==> config.mk <==
export PLATFORM = sky130hd
export DESIGN_NAME = muldiv_unit
export DESIGN_NICKNAME = d
export VERILOG_FILES = /design/src/rtl/muldiv_pkg.sv /design/src/rtl/div_iter.sv /design/src/rtl/muldiv_unit.sv
export SDC_FILE = /design/constraint.sdc
export NUM_CORES = 2
export LEC_CHECK = 0
export ABC_AREA = 1
export CELL_PAD_IN_SITES_DETAIL_PLACEMENT = 0
export CELL_PAD_IN_SITES_GLOBAL_PLACEMENT = 1
export CORE_UTILIZATION = 43
export DETAILED_ROUTE_END_ITERATION = 10
export DONT_BUFFER_PORTS = 1
export PLACE_DENSITY = 0.76
export SYNTH_ARGS = -nofsm -noshare
export SYNTH_HDL_FRONTEND = slang
export SYNTH_SLANG_ARGS = --single-unit
==> constraint.sdc <==
create_clock -name clk -period 21.1 [get_ports clk]
set_input_delay 1.055 -clock clk [delete_from_list [all_inputs] [get_ports clk]]
set_output_delay 1.055 -clock clk [all_outputs]
set_load 0.005 [all_outputs]
==> src/rtl/muldiv_pkg.sv <==
// Shared definitions for the multi-cycle multiply/divide unit: op codes,
// op-class helper functions and the controller state encoding.
package muldiv_pkg;

   localparam logic [2:0] OP_MULT  = 3'd0;
   localparam logic [2:0] OP_MULTU = 3'd1;
   localparam logic [2:0] OP_DIV   = 3'd2;
   localparam logic [2:0] OP_DIVU  = 3'd3;
   localparam logic [2:0] OP_MADD  = 3'd4;
   localparam logic [2:0] OP_MADDU = 3'd5;
   localparam logic [2:0] OP_MSUB  = 3'd6;
   localparam logic [2:0] OP_MSUBU = 3'd7;

   typedef enum logic [2:0] {
      ST_IDLE = 3'd0,
      ST_MUL  = 3'd1,
      ST_DIV  = 3'd2,
      ST_FIX  = 3'd3,
      ST_DONE = 3'd4
   } state_t;

   // Signed variants are the even op codes.
   function automatic logic is_signed(input logic [2:0] op);
      logic r;
      case (op)
         OP_MULT, OP_DIV, OP_MADD, OP_MSUB:     r = 1'b1;
         OP_MULTU, OP_DIVU, OP_MADDU, OP_MSUBU: r = 1'b0;
         default:                               r = 1'b0;
      endcase
      return r;
   endfunction

   function automatic logic is_div(input logic [2:0] op);
      return (op == OP_DIV) || (op == OP_DIVU);
   endfunction

   // Accumulating multiplies (MADD/MADDU/MSUB/MSUBU).
   function automatic logic is_acc(input logic [2:0] op);
      return (op == OP_MADD) || (op == OP_MADDU) || (op == OP_MSUB) || (op == OP_MSUBU);
   endfunction

   function automatic logic is_sub(input logic [2:0] op);
      return (op == OP_MSUB) || (op == OP_MSUBU);
   endfunction

endpackage

==> src/rtl/div_iter.sv <==
// Radix-2 restoring divider datapath on unsigned magnitudes.
// load captures the operands; each step retires one quotient bit (MSB first).
module div_iter #(
   parameter int WIDTH = 32
) (
   input  logic             clk,
   input  logic             rst,
   input  logic             load,
   input  logic             step,
   input  logic [WIDTH-1:0] dividend,
   input  logic [WIDTH-1:0] divisor,
   output logic [WIDTH-1:0] quotient,
   output logic [WIDTH-1:0] remainder
);

   logic [WIDTH-1:0] r_rem;
   logic [WIDTH-1:0] r_quo;
   logic [WIDTH-1:0] r_dvs;
   logic [WIDTH:0]   w_shift;
   logic [WIDTH:0]   w_diff;

   // Trial subtraction of the divisor from the shifted partial remainder;
   // bit WIDTH of the difference is the borrow (restore when set).
   always_comb begin
      w_shift = {r_rem, r_quo[WIDTH-1]};
      w_diff  = w_shift - {1'b0, r_dvs};
   end

   // Partial remainder / quotient shift registers.
   always_ff @(posedge clk) begin
      if (rst) begin
         r_rem <= {WIDTH{1'b0}};
         r_quo <= {WIDTH{1'b0}};
         r_dvs <= {WIDTH{1'b0}};
      end else if (load) begin
         r_rem <= {WIDTH{1'b0}};
         r_quo <= dividend;
         r_dvs <= divisor;
      end else if (step) begin
         if (!w_diff[WIDTH]) begin
            r_rem <= w_diff[WIDTH-1:0];
            r_quo <= {r_quo[WIDTH-2:0], 1'b1};
         end else begin
            r_rem <= w_shift[WIDTH-1:0];
            r_quo <= {r_quo[WIDTH-2:0], 1'b0};
         end
      end else begin
         r_rem <= r_rem;
         r_quo <= r_quo;
         r_dvs <= r_dvs;
      end
   end

   assign quotient  = r_quo;
   assign remainder = r_rem;

endmodule

==> src/rtl/muldiv_unit.sv <==
// Multi-cycle multiply/divide unit with HI/LO registers, start/done handshake,
// multiply-accumulate/subtract and flush. Drives the EX stall while busy.
module muldiv_unit
   import muldiv_pkg::*;
#(
   parameter int WIDTH      = 32,
   parameter int MUL_CYCLES = 2
) (
   input  logic               clk,
   input  logic               rst,
   input  logic               start,
   input  logic [2:0]         op,
   input  logic [WIDTH-1:0]   src_a,
   input  logic [WIDTH-1:0]   src_b,
   input  logic               flush,
   input  logic [1:0]         hilo_we,
   input  logic [WIDTH-1:0]   hilo_wdata,
   output logic               stall,
   output logic               done,
   output logic [2*WIDTH-1:0] result,
   output logic [2*WIDTH-1:0] hilo
);

   localparam int CNT_MAX = (MUL_CYCLES > WIDTH) ? MUL_CYCLES : WIDTH;
   localparam int CNT_W   = $clog2(CNT_MAX + 1);

   state_t             r_state;
   logic [2:0]         r_op;
   logic [WIDTH-1:0]   r_a;
   logic [WIDTH-1:0]   r_b;
   logic [CNT_W-1:0]   r_cnt;
   logic               r_done;
   logic [2*WIDTH-1:0] r_result;
   logic [WIDTH-1:0]   r_hi;
   logic [WIDTH-1:0]   r_lo;
   logic [2*WIDTH-1:0] r_pipe [MUL_CYCLES];

   logic               w_accept;
   logic [2*WIDTH-1:0] w_ext_a;
   logic [2*WIDTH-1:0] w_ext_b;
   logic [2*WIDTH-1:0] w_prod;
   logic [WIDTH-1:0]   w_mag_a;
   logic [WIDTH-1:0]   w_mag_b;
   logic [WIDTH-1:0]   w_quo;
   logic [WIDTH-1:0]   w_rem;
   logic               w_q_neg;
   logic               w_r_neg;
   logic [2*WIDTH-1:0] w_mul_res;
   logic [2*WIDTH-1:0] w_div_res;

   assign w_accept = (r_state == ST_IDLE) & start & ~flush;

   // Full-width product of the incoming operands and divider magnitudes;
   // both are captured on the accept edge.
   always_comb begin
      if (is_signed(op)) begin
         w_ext_a = {{WIDTH{src_a[WIDTH-1]}}, src_a};
         w_ext_b = {{WIDTH{src_b[WIDTH-1]}}, src_b};
         w_mag_a = src_a[WIDTH-1] ? ({WIDTH{1'b0}} - src_a) : src_a;
         w_mag_b = src_b[WIDTH-1] ? ({WIDTH{1'b0}} - src_b) : src_b;
      end else begin
         w_ext_a = {{WIDTH{1'b0}}, src_a};
         w_ext_b = {{WIDTH{1'b0}}, src_b};
         w_mag_a = src_a;
         w_mag_b = src_b;
      end
      w_prod = w_ext_a * w_ext_b;
   end

   // Multiply latency chain: stage 0 loads on accept, the last stage is
   // consumed on the MUL->DONE edge.
   always_ff @(posedge clk) begin
      if (rst) begin
         for (int i = 0; i < MUL_CYCLES; i++) r_pipe[i] <= {(2*WIDTH){1'b0}};
      end else begin
         if (w_accept) r_pipe[0] <= w_prod;
         else          r_pipe[0] <= r_pipe[0];
         for (int i = 1; i < MUL_CYCLES; i++) r_pipe[i] <= r_pipe[i-1];
      end
   end

   div_iter #(.WIDTH(WIDTH)) u_div_iter (
      .clk       (clk),
      .rst       (rst),
      .load      (w_accept & is_div(op)),
      .step      (r_state == ST_DIV),
      .dividend  (w_mag_a),
      .divisor   (w_mag_b),
      .quotient  (w_quo),
      .remainder (w_rem)
   );

   // Final multiply result, folding in HI/LO for the accumulating ops.
   always_comb begin
      if (is_acc(r_op)) begin
         if (is_sub(r_op)) w_mul_res = {r_hi, r_lo} - r_pipe[MUL_CYCLES-1];
         else              w_mul_res = {r_hi, r_lo} + r_pipe[MUL_CYCLES-1];
      end else begin
         w_mul_res = r_pipe[MUL_CYCLES-1];
      end
   end

   // Sign fix-up of the magnitude divide; divide-by-zero returns all-ones
   // quotient and the untouched dividend as remainder.
   always_comb begin
      w_q_neg = is_signed(r_op) & (r_a[WIDTH-1] ^ r_b[WIDTH-1]);
      w_r_neg = is_signed(r_op) & r_a[WIDTH-1];
      if (r_b == {WIDTH{1'b0}}) begin
         w_div_res = {r_a, {WIDTH{1'b1}}};
      end else begin
         w_div_res = {(w_r_neg ? ({WIDTH{1'b0}} - w_rem) : w_rem),
                      (w_q_neg ? ({WIDTH{1'b0}} - w_quo) : w_quo)};
      end
   end

   // Controller FSM with registered done/result.
   always_ff @(posedge clk) begin
      if (rst) begin
         r_state  <= ST_IDLE;
         r_op     <= 3'd0;
         r_a      <= {WIDTH{1'b0}};
         r_b      <= {WIDTH{1'b0}};
         r_cnt    <= {CNT_W{1'b0}};
         r_done   <= 1'b0;
         r_result <= {(2*WIDTH){1'b0}};
      end else begin
         r_done <= 1'b0;
         case (r_state)
            ST_IDLE: begin
               if (w_accept) begin
                  r_op    <= op;
                  r_a     <= src_a;
                  r_b     <= src_b;
                  r_cnt   <= {CNT_W{1'b0}};
                  r_state <= is_div(op) ? ST_DIV : ST_MUL;
               end else begin
                  r_state <= ST_IDLE;
               end
            end
            ST_MUL: begin
               if (flush) begin
                  r_state <= ST_IDLE;
               end else if (r_cnt == CNT_W'(MUL_CYCLES - 1)) begin
                  r_state  <= ST_DONE;
                  r_done   <= 1'b1;
                  r_result <= w_mul_res;
               end else begin
                  r_cnt <= r_cnt + CNT_W'(1);
               end
            end
            ST_DIV: begin
               if (flush) begin
                  r_state <= ST_IDLE;
               end else if (r_cnt == CNT_W'(WIDTH - 1)) begin
                  r_state <= ST_FIX;
               end else begin
                  r_cnt <= r_cnt + CNT_W'(1);
               end
            end
            ST_FIX: begin
               if (flush) begin
                  r_state <= ST_IDLE;
               end else begin
                  r_state  <= ST_DONE;
                  r_done   <= 1'b1;
                  r_result <= w_div_res;
               end
            end
            ST_DONE: r_state <= ST_IDLE;
            default: r_state <= ST_IDLE;
         endcase
      end
   end

   // HI/LO registers: the completing op takes priority over MTHI/MTLO.
   always_ff @(posedge clk) begin
      if (rst) begin
         r_hi <= {WIDTH{1'b0}};
         r_lo <= {WIDTH{1'b0}};
      end else if (r_state == ST_DONE) begin
         r_hi <= r_result[2*WIDTH-1:WIDTH];
         r_lo <= r_result[WIDTH-1:0];
      end else begin
         r_hi <= hilo_we[1] ? hilo_wdata : r_hi;
         r_lo <= hilo_we[0] ? hilo_wdata : r_lo;
      end
   end

   assign stall  = w_accept | (r_state == ST_MUL) | (r_state == ST_DIV) | (r_state == ST_FIX);
   assign done   = r_done;
   assign result = r_result;
   assign hilo   = {r_hi, r_lo};

endmodule
Word-level counts from Yosys, hierarchy flattened
Memories as Yosys holds them, arrays and structs flattened. A register that Yosys moved wholly into a read port is not among the register bits.
Cells that the tools add are included.
W data, S select, Z words.
{"block": "word_totals", "ff_bits": 301, "inputBits": 105, "ramBits": 128, "n_memories": 4, "romBits": 24, "elab_cells": 133}
{"name": "r_pipe", "depth": 2, "width": 64, "rd": 2, "rd_ports_with_merged_regs": 0, "write_ports": 2, "line_no": "muldiv_unit.sv:36", "text": "logic [2*WIDTH-1:0] r_pipe [MUL_CYCLES];"}
{"name": "(name not given)", "depth": 8, "width": 1, "rd": 1, "rd_ports_with_merged_regs": 1, "write_ports": 0, "line_no": "muldiv_pkg.sv:25", "text": "case (op)"}
{"name": "(name not given)", "depth": 8, "width": 1, "rd": 1, "rd_ports_with_merged_regs": 1, "write_ports": 0, "line_no": "muldiv_pkg.sv:25"}
{"name": "(name not given)", "depth": 8, "width": 1, "rd": 1, "rd_ports_with_merged_regs": 0, "write_ports": 0, "line_no": "muldiv_pkg.sv:25"}
{"block": "op_classes", "mux": 57, "eq_ne": 21, "n_addsub": 8, "n_bitwise": 13, "multipliers": 1, "n_reduce_logical": 17}
{"op": "$mux W64", "n": 11}
{"op": "$mux W32", "n": 13}
{"op": "$pmux W64 S2", "n": 1}
{"op": "$sub A1 B32 Y32 const A", "n": 4}
{"op": "$add A64 B64 Y64", "n": 1}
{"op": "$mul A64 B64 Y64", "n": 1}
{"op": "$sub A64 B64 Y64", "n": 1}
{"op": "$sub A33 B32 Y33", "n": 1}
{"op": "$logic_not A32 Y1", "n": 1}
{"op": "$mux W6", "n": 5}
{"op": "$mux W3", "n": 9}
{"op": "$pmux W6 S3", "n": 1}
{"op": "$eq A3 B3 Y1 const B", "n": 5}
{"op": "$ne A2 B2 Y1 const B", "n": 7}
{"op": "$mux W1", "n": 13}
{"op": "$eq A3 B2 Y1 const B", "n": 4}
{"op": "$pmux W3 S4", "n": 1}
{"op": "$reduce_bool A2 Y1", "n": 4}
{"op": "$add A6 B1 Y6 const B", "n": 1}
{"op": "$eq A6 B1 Y1 const B", "n": 1}
{"op": "$eq A6 B5 Y1 const B", "n": 1}
{"op": "$ne A3 B3 Y1 const B", "n": 2}
{"op": "$or A1 B1 Y1", "n": 6}
{"op": "$reduce_and A6 Y1", "n": 1}
{"op": "other kinds (12)", "n": 22}

Depth between registers and ports, before layout
{"block": "logic_depth", "word_depth": 8, "depth_mapped": 45}

Modules after synthesis
Synthesis repeated with hierarchy kept, for this count alone.
{"block": "hier_totals", "cells_unflattened": 11116, "area_unflattened_um2": 80846.3}
{"module": "muldiv_unit", "cells_each": 9980, "instances": 1, "area_per_inst_um2": 74094.8}
{"module": "div_iter", "cells_each": 1136, "instances": 1, "area_per_inst_um2": 6751.5}

Least setup slack after synthesis
OpenSTA, ideal clock, no wires.
{"block": "synth_path", "path_type": "in2reg", "start": "input op[0]", "end": "memory r_pipe[0][58] (netlist name), data pin", "setup_ns": 0.146, "arrival_time_ns": 9.781, "required_ns": 20.954, "setup_slack_ns": 11.173, "cell_stages": 31, "path_cell_list": "clkbuf_1 -> clkbuf_1 -> clkbuf_1 -> buf_1 -> nor2_1 -> fa_1 -> inv_1 -> fa_1 -> inv_1 -> fa_1 -> inv_1 -> fa_1 -> inv_1 -> fa_1 -> fa_1 -> fa_1 -> fa_1 -> fa_1 -> inv_1 -> fa_1 -> inv_1 -> ha_1 -> nand2_1 -> nor2_1 -> nand2_1 -> nor2_1 -> inv_1 -> or2_2 -> nand3_1 -> o21ai_0 -> a21oi_1"}
{"item": "start, declared", "line_no": "muldiv_unit.sv:12", "text": "input logic [2:0] op,"}
{"item": "end, declared", "line_no": "muldiv_unit.sv:36"}

==> results.toml <==
[outcome]
status = "complete, no violations"

[yosys]
synth_top_family_by_area = "adder cells"
yosysWarnings = 0
synth_edf_count = 128
synth-seq-area-share = 0.1241
synth_compound_area_frac = 0.08370
ys_types = 50
syn_inst = 10837
synth_flop_cell = "dfxtp_1"
async_reset_ff_frac = 0
synth_simple_gate_area_share = 0.1931
synthMuxAreaShare = 0
synth_top_area_frac = 0.3551
synth_seq_cells = 430
synth_adder_area_share = 0.4209
synth_top_cell_by_area = "fa_1"
syn-cell-area_mm2 = 0.07971
avgSynthCellArea_um2 = 7.355
synthXorXnorAreaFrac = 0.02066
synth.top_cells.by_area = "fa_1 36%, inv_1 14%, nand2_1 11%"

[global_routing]
track_usage = 0.3528
grt_pass1_vias = 71793
globalRoute.totalOverflow = 0
grt_max_degree = 126
antenna_found_initial = 6
grt_pass1_wl_um = 479700

[clocking]
h-tree-depth = 2
cts_buffers = 54
clockRootBuffer = "clkbuf_16"
ctsResizeCount = 0
clkLatencyLatePin_ns = 0.69
hold_buffers = 0
cts_tree = "built"
cts_setup_buffers = 0
cts_sinks = 430
cts_max_path_buffers = 3
clkTransAtPathRegs_ns = 0.06

[place]
gp_congestion = 1.018
io_buffers = 0
dpl.hpwl_um = 268400

[timing]
post-route-min-period_ns = 10.22
rsz0062_at_grt = "no"
fin_tns_setup_ns = 0
clock.fmax_mhz = 97.90
period_share = 0.4841
final_hold_viol_count = 0
tightest_slew_ns = 1.235
slew_violations = 0
slew_headroom = 0.1699
worst_clock_skew_ns = 0.05375
setup_violations = 0

[final_layout]
final_common_cell = "inv_1"
final_nets = 12479
syn_to_final_growth_pct = 4.928
final_cell_mix = "2866 x inv_1, 2323 x nand2_1, 1414 x fa_1, 830 x nor2_1, 565 x a21oi_1"
drive_above_1_share = 0.01719

[detailed_routing]
wl_per_cell_um = 25.01
drt_iter0_markers = 5282
vias_per_cell = 5.290
remaining_drc_errors = 0
wl_um = 326500
vias = 69059
drtPass1Iterations = 6
ant_nets = 0

[setup_path]
path_common_cell = "fa_1"
cp.arrival_ns = 10.65
crit_required_ns = 21.54
critPathLaunch = "op[0]"
endpoint_kind = "flip-flop"
crit_path_max_incr_delay_ns = 0.74
critPathMaxFanout = 52
start_kind = "input port"
crit_type = "input port to flip-flop"
slowest_stage = "fa_1"
r2r-start = "r_pipe[0][64]$_SDFFCE_PP0P_"

[die]
core-area_mm2 = 0.1837
ioPinCount = 235
fp.dieArea_mm2 = 0.1871
std_cell_rows = 157
dieWidth_um = 432.5
die_h_um = 432.5
start_util = 0.4340

[min_path]
hold_path.class = "flip-flop to flip-flop"
min_from = "u_div_iter.r_dvs[24]$_SDFFE_PP0P_"

[run]
cap_violations = 0
-- final timing paths --
path	end	slack, ns	cells past startpoint
max	r_pipe[0][61]$_SDFFCE_PP0P_	10.89	30
min reg2reg	u_div_iter.r_dvs[24]$_SDFFE_PP0P_	0.46	2
max reg2reg	result[57]$_SDFFE_PP0P_	15.76	25
min	u_div_iter.r_dvs[24]$_SDFFE_PP0P_	0.46	2
-- kinds of logic (layout without fill, tap and decap cells) --
| family | Yosys count | after routing |
|---|---|---|
| simple gates | 3816 | 3816 |
| buf+inv | 3327 | 3013 |
| fa+ha+maj | 1833 | 1833 |
| compound gates | 1242 | 1242 |
| flops | 430 | 430 |
| xor+xnor | 188 | 188 |
| other cells | 1 | 69 |
-- critical path: cells and delay by family --
family | cells | cell delay, ns
adders and majority gates | 11 | 5.80
and+or+nand+nor | 5 | 0.75
AOI/OAI and AO/OA | 5 | 1.11
buffers and inverters | 9 | 1.86
-- sequential cells by signal, summed over array words and instances (netlist names), named ones only --
| signal | count |
|---|---|
| r_op | 3 |
| r_lo | 32 |
| r_cnt | 6 |
| u_div_iter.r_dvs | 32 |
| done | 1 |
| u_div_iter.remainder | 32 |
| r_pipe | 128 |
| r_a | 32 |
| r_b | 32 |
| result | 64 |
| r_hi | 32 |
| u_div_iter.quotient | 32 |
| r_state | 3 |
-- through the flow --
step	setup WS, ns	instances	utilization	instance area (um2)	hold WS (ns)
global route	10.48	13054	0.4553	83630	0.4998
floorplan	11.17	10900	-	79940	0.4261
detailed placement	10.30	12949	0.4442	81580	0.4570
global placement	10.38	12949	0.4442	81580	0.4502
finish	10.89	13055	0.4553	83630	0.4638
CTS	11.02	13050	0.4553	83620	0.4677
-- cells in the mapped netlist, drive strengths merged, types with 11 or more instances --
master	n
a21boi	11
a21o	16
a21oi	566
a31oi	24
buf	131
clkbuf	318
dfxtp	302
edfxtp	128
fa	1414
ha	419
inv	2875
nand2	2331
nand3	441
nand3b	22
nand4	62
nor2	842
nor3	70
nor4	25
o211ai	52
o21a	28
o21ai	476
o21bai	25
o22ai	22
o31ai	12
or2	17
xnor2	35
xor2	153
-- routing by layer --
layer	global-route usage	up-vias	routed length (um)
met4	0.2224	0	25080
met1	0.4192	34358	125000
met3	0.05077	701	20760
li1	-	31385	-
met2	0.5991	2615	155700
met5	0	-	0
-- area by class of cell --
type,instances,area (um2)
multi-input cells,7143,57540
repair buffers,34,255.2
fillers,18779,100000
diodes,5,12.51
flip-flops and latches,430,9891
inverters,2878,10810
well taps,2464,3083
clock buffers,63,1456
clock inverters,38,585.6
Power is left out: the tool's default activity adds up to more than one toggle a clock period on the data nets, which glitch-free logic cannot reach.
